[src/rtl/bp_update_queue.sv]
// Commit-to-predictor update FIFO: buffers resolved branches and replays them in
// commit order, one per cycle, with branch and mispredict performance counters.
module bp_update_queue #(
    parameter int QUEUE_DEPTH = 4,
    parameter int CNT_WIDTH   = 32
) (
    input  logic                 clk,
    input  logic                 rst,
    input  logic                 commit_valid,
    input  logic [31:0]          commit_pc,
    input  logic                 commit_taken,
    input  logic                 commit_mispredict,
    output logic                 commit_ready,
    output logic                 bp_update_en,
    output logic [31:0]          bp_pc,
    output logic                 bp_branch_taken,
    output logic [CNT_WIDTH-1:0] branch_count,
    output logic [CNT_WIDTH-1:0] mispredict_count
);

    localparam int PTR_W = $clog2(QUEUE_DEPTH);
    localparam logic [PTR_W:0] DEPTH_C = QUEUE_DEPTH[PTR_W:0];

    logic [31:0]    pc_mem    [QUEUE_DEPTH];
    logic           taken_mem [QUEUE_DEPTH];
    logic [PTR_W-1:0] head;
    logic [PTR_W-1:0] tail;
    logic [PTR_W:0]   count;
    logic             push;
    logic             pop;

    // Ready is based on occupancy only, never on a same-cycle drain.
    assign commit_ready    = (count < DEPTH_C);
    assign push            = commit_valid && commit_ready;
    assign pop             = (count != '0);
    assign bp_update_en    = pop;
    assign bp_pc           = pc_mem[head];
    assign bp_branch_taken = taken_mem[head];

    always_ff @(posedge clk) begin
        if (push) begin
            pc_mem[tail]    <= commit_pc;
            taken_mem[tail] <= commit_taken;
        end
    end

    always_ff @(posedge clk) begin
        if (rst) begin
            head             <= '0;
            tail             <= '0;
            count            <= '0;
            branch_count     <= '0;
            mispredict_count <= '0;
        end else begin
            if (push) begin
                tail         <= tail + 1'b1;
                branch_count <= branch_count + 1'b1;
                if (commit_mispredict)
                    mispredict_count <= mispredict_count + 1'b1;
            end
            if (pop)
                head <= head + 1'b1;
            case ({push, pop})
                2'b10:   count <= count + 1'b1;
                2'b01:   count <= count - 1'b1;
                default: count <= count;
            endcase
        end
    end

endmodule

[config.mk]
export PLATFORM = sky130hd
export DESIGN_NAME = bp_update_queue
export DESIGN_NICKNAME = d
export VERILOG_FILES = /design/src/rtl/bp_update_queue.sv
export SDC_FILE = /design/constraint.sdc
export NUM_CORES = 1
export LEC_CHECK = 0
export CORE_UTILIZATION = 50
export CTS_BUF_LIST = sky130_fd_sc_hd__clkbuf_4 sky130_fd_sc_hd__clkbuf_8
export DETAILED_ROUTE_END_ITERATION = 6
export GPL_ROUTABILITY_DRIVEN = 1
export GPL_TIMING_DRIVEN = 0
export PLACE_DENSITY = 0.79
export SYNTH_ARGS = -nofsm -noshare
export SYNTH_HDL_FRONTEND = slang
export SYNTH_SLANG_ARGS = --single-unit
[constraint.sdc]
create_clock -name clk -period 1.9 [get_ports clk]
set_input_delay 0.38 -clock clk [delete_from_list [all_inputs] [get_ports clk]]
set_output_delay 0.38 -clock clk [all_outputs]
set_load 0.02 [all_outputs]
==> results.cfg <==
[run_status]
outcome = finished, violations left
violations = setup timing

[synthesis]
ys_seq_area_share_pct = 65.3
synthArstFlopShare_pct = 0
synthTopCellsByArea = edfxtp_1 (48%), dfxtp_1 (18%), mux4_2 (9.0%), or4_1 (2.5%), a21oi_1 (2.4%)
yosysTopAreaCell = edfxtp_1
ys_seq_elements = 205
synth_cell_types = 38
synth.most_common_cell = edfxtp_1
ys.warnings.count = 0
syn_area_per_cell_um2 = 13.9
yosys-top-cells-count = edfxtp_1 (132), dfxtp_1 (73), a21oi_1 (40)
yosys.area.top_type_share_pct = 47.7
syn_nets = 644
syn_area_mm2 = 0.00830
synth-edff-count = 132
yosys_most_used_dff = edfxtp_1
syn_inst = 599

[timing]
finalCriticalPeriod_ns = 2.18
rsz0062_at_grt = yes
worst_slack_ns = -0.283
hold_viol = 0
slew_violations = 0
setup_violations = 57
fmax_mhz = 458
fin_crit_sh_pct = 115
slew-limit-headroom_pct = 58.6
clock_skew_ns = 0.0257
worst_pin_slew_ns = 0.622

[worst_setup_path]
cp_data_arrival_time_ns = 1.80
slowest_delay_ns = 0.55
required_ns = 1.52
rrSetupSlack_ns = -0.25
critical_path.cell_chain = buf_12 > mux4_2 > buf_6
cp-start-kind = register
critPathSlowestCell = mux4_2
cp_top_family = multiplexers
crit_path_end_kind = output port
cp_num_buf_inv = 2
critPathKind = reg2out
crit_path_max_fanout = 10

[global_route]
first_global_vias = 5951
gr-total-overflow = 0
grt_max_degree = 34
track_usage_pct = 23.0
grt_pass1_wl_um = 30200
antenna_found_initial = 0

[drt]
wl_um = 21200
firstDrtPassIters = 4
final_antenna_net_count = 0
viasPerCell = 5.79
drtIter0Drc = 319
wl_per_cell_um = 19.9
vias = 6174
drc = 0

[floorplanning]
initial_core_util_pct = 51.7
die_area_mm2 = 0.0171
dieHeight_um = 131
die_w_um = 131
core_mm2 = 0.0161
core.rowCount = 46
num_io_pins = 136

[pwr]
power_mw = 12.5
peakVddDrop_mv = 0.500
powerDensity_mw_per_mm2 = 1070
leakage_nw = 4.37

[placement]
dp_slack_ns = -0.900
dp.cells = 950
hpwl_um = 11600
io_buffers = 135
gp_congestion = 0.831

[finish]
insertedDiodeCount = 0
seq_area_mm2 = 0.00551
drive_above_1_share_pct = 39.2
multi_input_area_mm2 = 0.00321
syn_to_final_growth_pct = 40.8
final_cells = 1066
fillers = 989
fin_nets = 867

[run]
maxCapViolCount = 0

[clock_tree]
clk_path_buf_depth = 3
clk_pin_slew_ns = 0.06
clkLatencyLatePin_ns = 0.51
cts.sinks = 205
ctsRootBufferMaster = clkbuf_8
cts_tree = yes
cts_inserted_buffers = 36
cts_max_level = 2

[min_path]
hold_path.class = reg2reg
[cell type report]
type                    count  share of cell area (%)
inverters                  20                   0.664
plain buffers              20                    1.58
repair buffers            190                    14.7
clock inverters            10                   0.407
clock buffers              56                    5.68
well taps                 216                    2.31
flip-flops and latches    205                    47.1
multi-input cells         349                    27.5
[layer usage]
metal	share of wire [%]	routed length [um]	vias up	GRT usage, %
li1	-	-	2781	-
met1	40	8440	3048	27.6
met2	50	10500	282	39.4
met3	8.0	1700	63	6.68
met4	2.5	524	0	8.18
met5	0	0	-	0
[worst min-delay path: cells and delay by family, from the launching register on]
family,cells,cell delay [ns]
compound gates,2,0.11
flops,1,0.34
[logic make-up after synthesis]
group	synth area share, %
flip-flops	65.3
AND/OR/NAND/NOR	13.4
AO/OA/AOI/OAI	5.26
buffers and inverters	2.29
multiplexers	9.90
XOR/XNOR	2.53
adder cells (fa/ha/maj)	1.30
[power by group]
part	internal [mW]	switching, mW	total [mW]
Clock	2.23	1.72	3.94
Sequential	5.10	0.174	5.27
Combinational	1.64	1.66	3.31
[through the flow]
stage | utilization, % | instance area (um^2) | setup TNS (ns) | hold slack, ns
floorplan | - | 8420 | -0.107 | 0.466
finish | 72.8 | 11700 | -10.49 | 0.491
detailed placement | 62.5 | 10000 | -170.97 | 0.479
global route | 72.8 | 11700 | -14.12 | 0.494
CTS | 69.5 | 11200 | -10.24 | 0.474
global placement | 62.5 | 10000 | -167.63 | 0.463
[layout by cell type, fill, tap and decap left out, drive strengths merged, types with 2 or more instances in the layout]
cell type	instances
and4	6
o41ai	2
inv	20
xnor2	13
nor2	34
o21ai	12
nand3b	2
nor3b	2
clkbuf	67
mux2	7
and2	9
nand3	19
clkdlybuf4s50	37
mux4	33
a21oi	40
edfxtp	132
and3b	2
ha	7
buf	98
or2	2
or3	18
xor2	11
clkinv	8
clkinvlp	2
dlygate4sd2	51
and3	4
nor4	11
or4b	2
o31ai	20
nor2b	7
or4	28
nand2	32
nand4	16
dfxtp	73
dlymetal6s2s	13
nor3	5
[flip-flops by register name, summed over array words and instances (netlist names), named ones only]
register	cells
tail	2
branch_count	32
count	3
taken_mem	4
head	2
mispredict_count	32
pc_mem	128
[worst paths after layout]
kind	endpoint	cells past startpoint	from
hold reg to reg	branch_count[19]	2	branch_count[19]
hold / removal	branch_count[19]	2	branch_count[19]
setup / recovery	bp_pc[5]	3	register
setup reg to reg	mispredict_count[20]	6	mispredict_count[0]
[what timing repair did]
item | in CTS | in global routing
setup buffers | 40 | 16
gates cloned | 3 | 3
pin swaps | 32 | 28
hold buffers | 0 | 0
endpoints found under the setup margin | 261 | 160
resized for setup | 280 | 114
(Power assumes the default switching activity.)
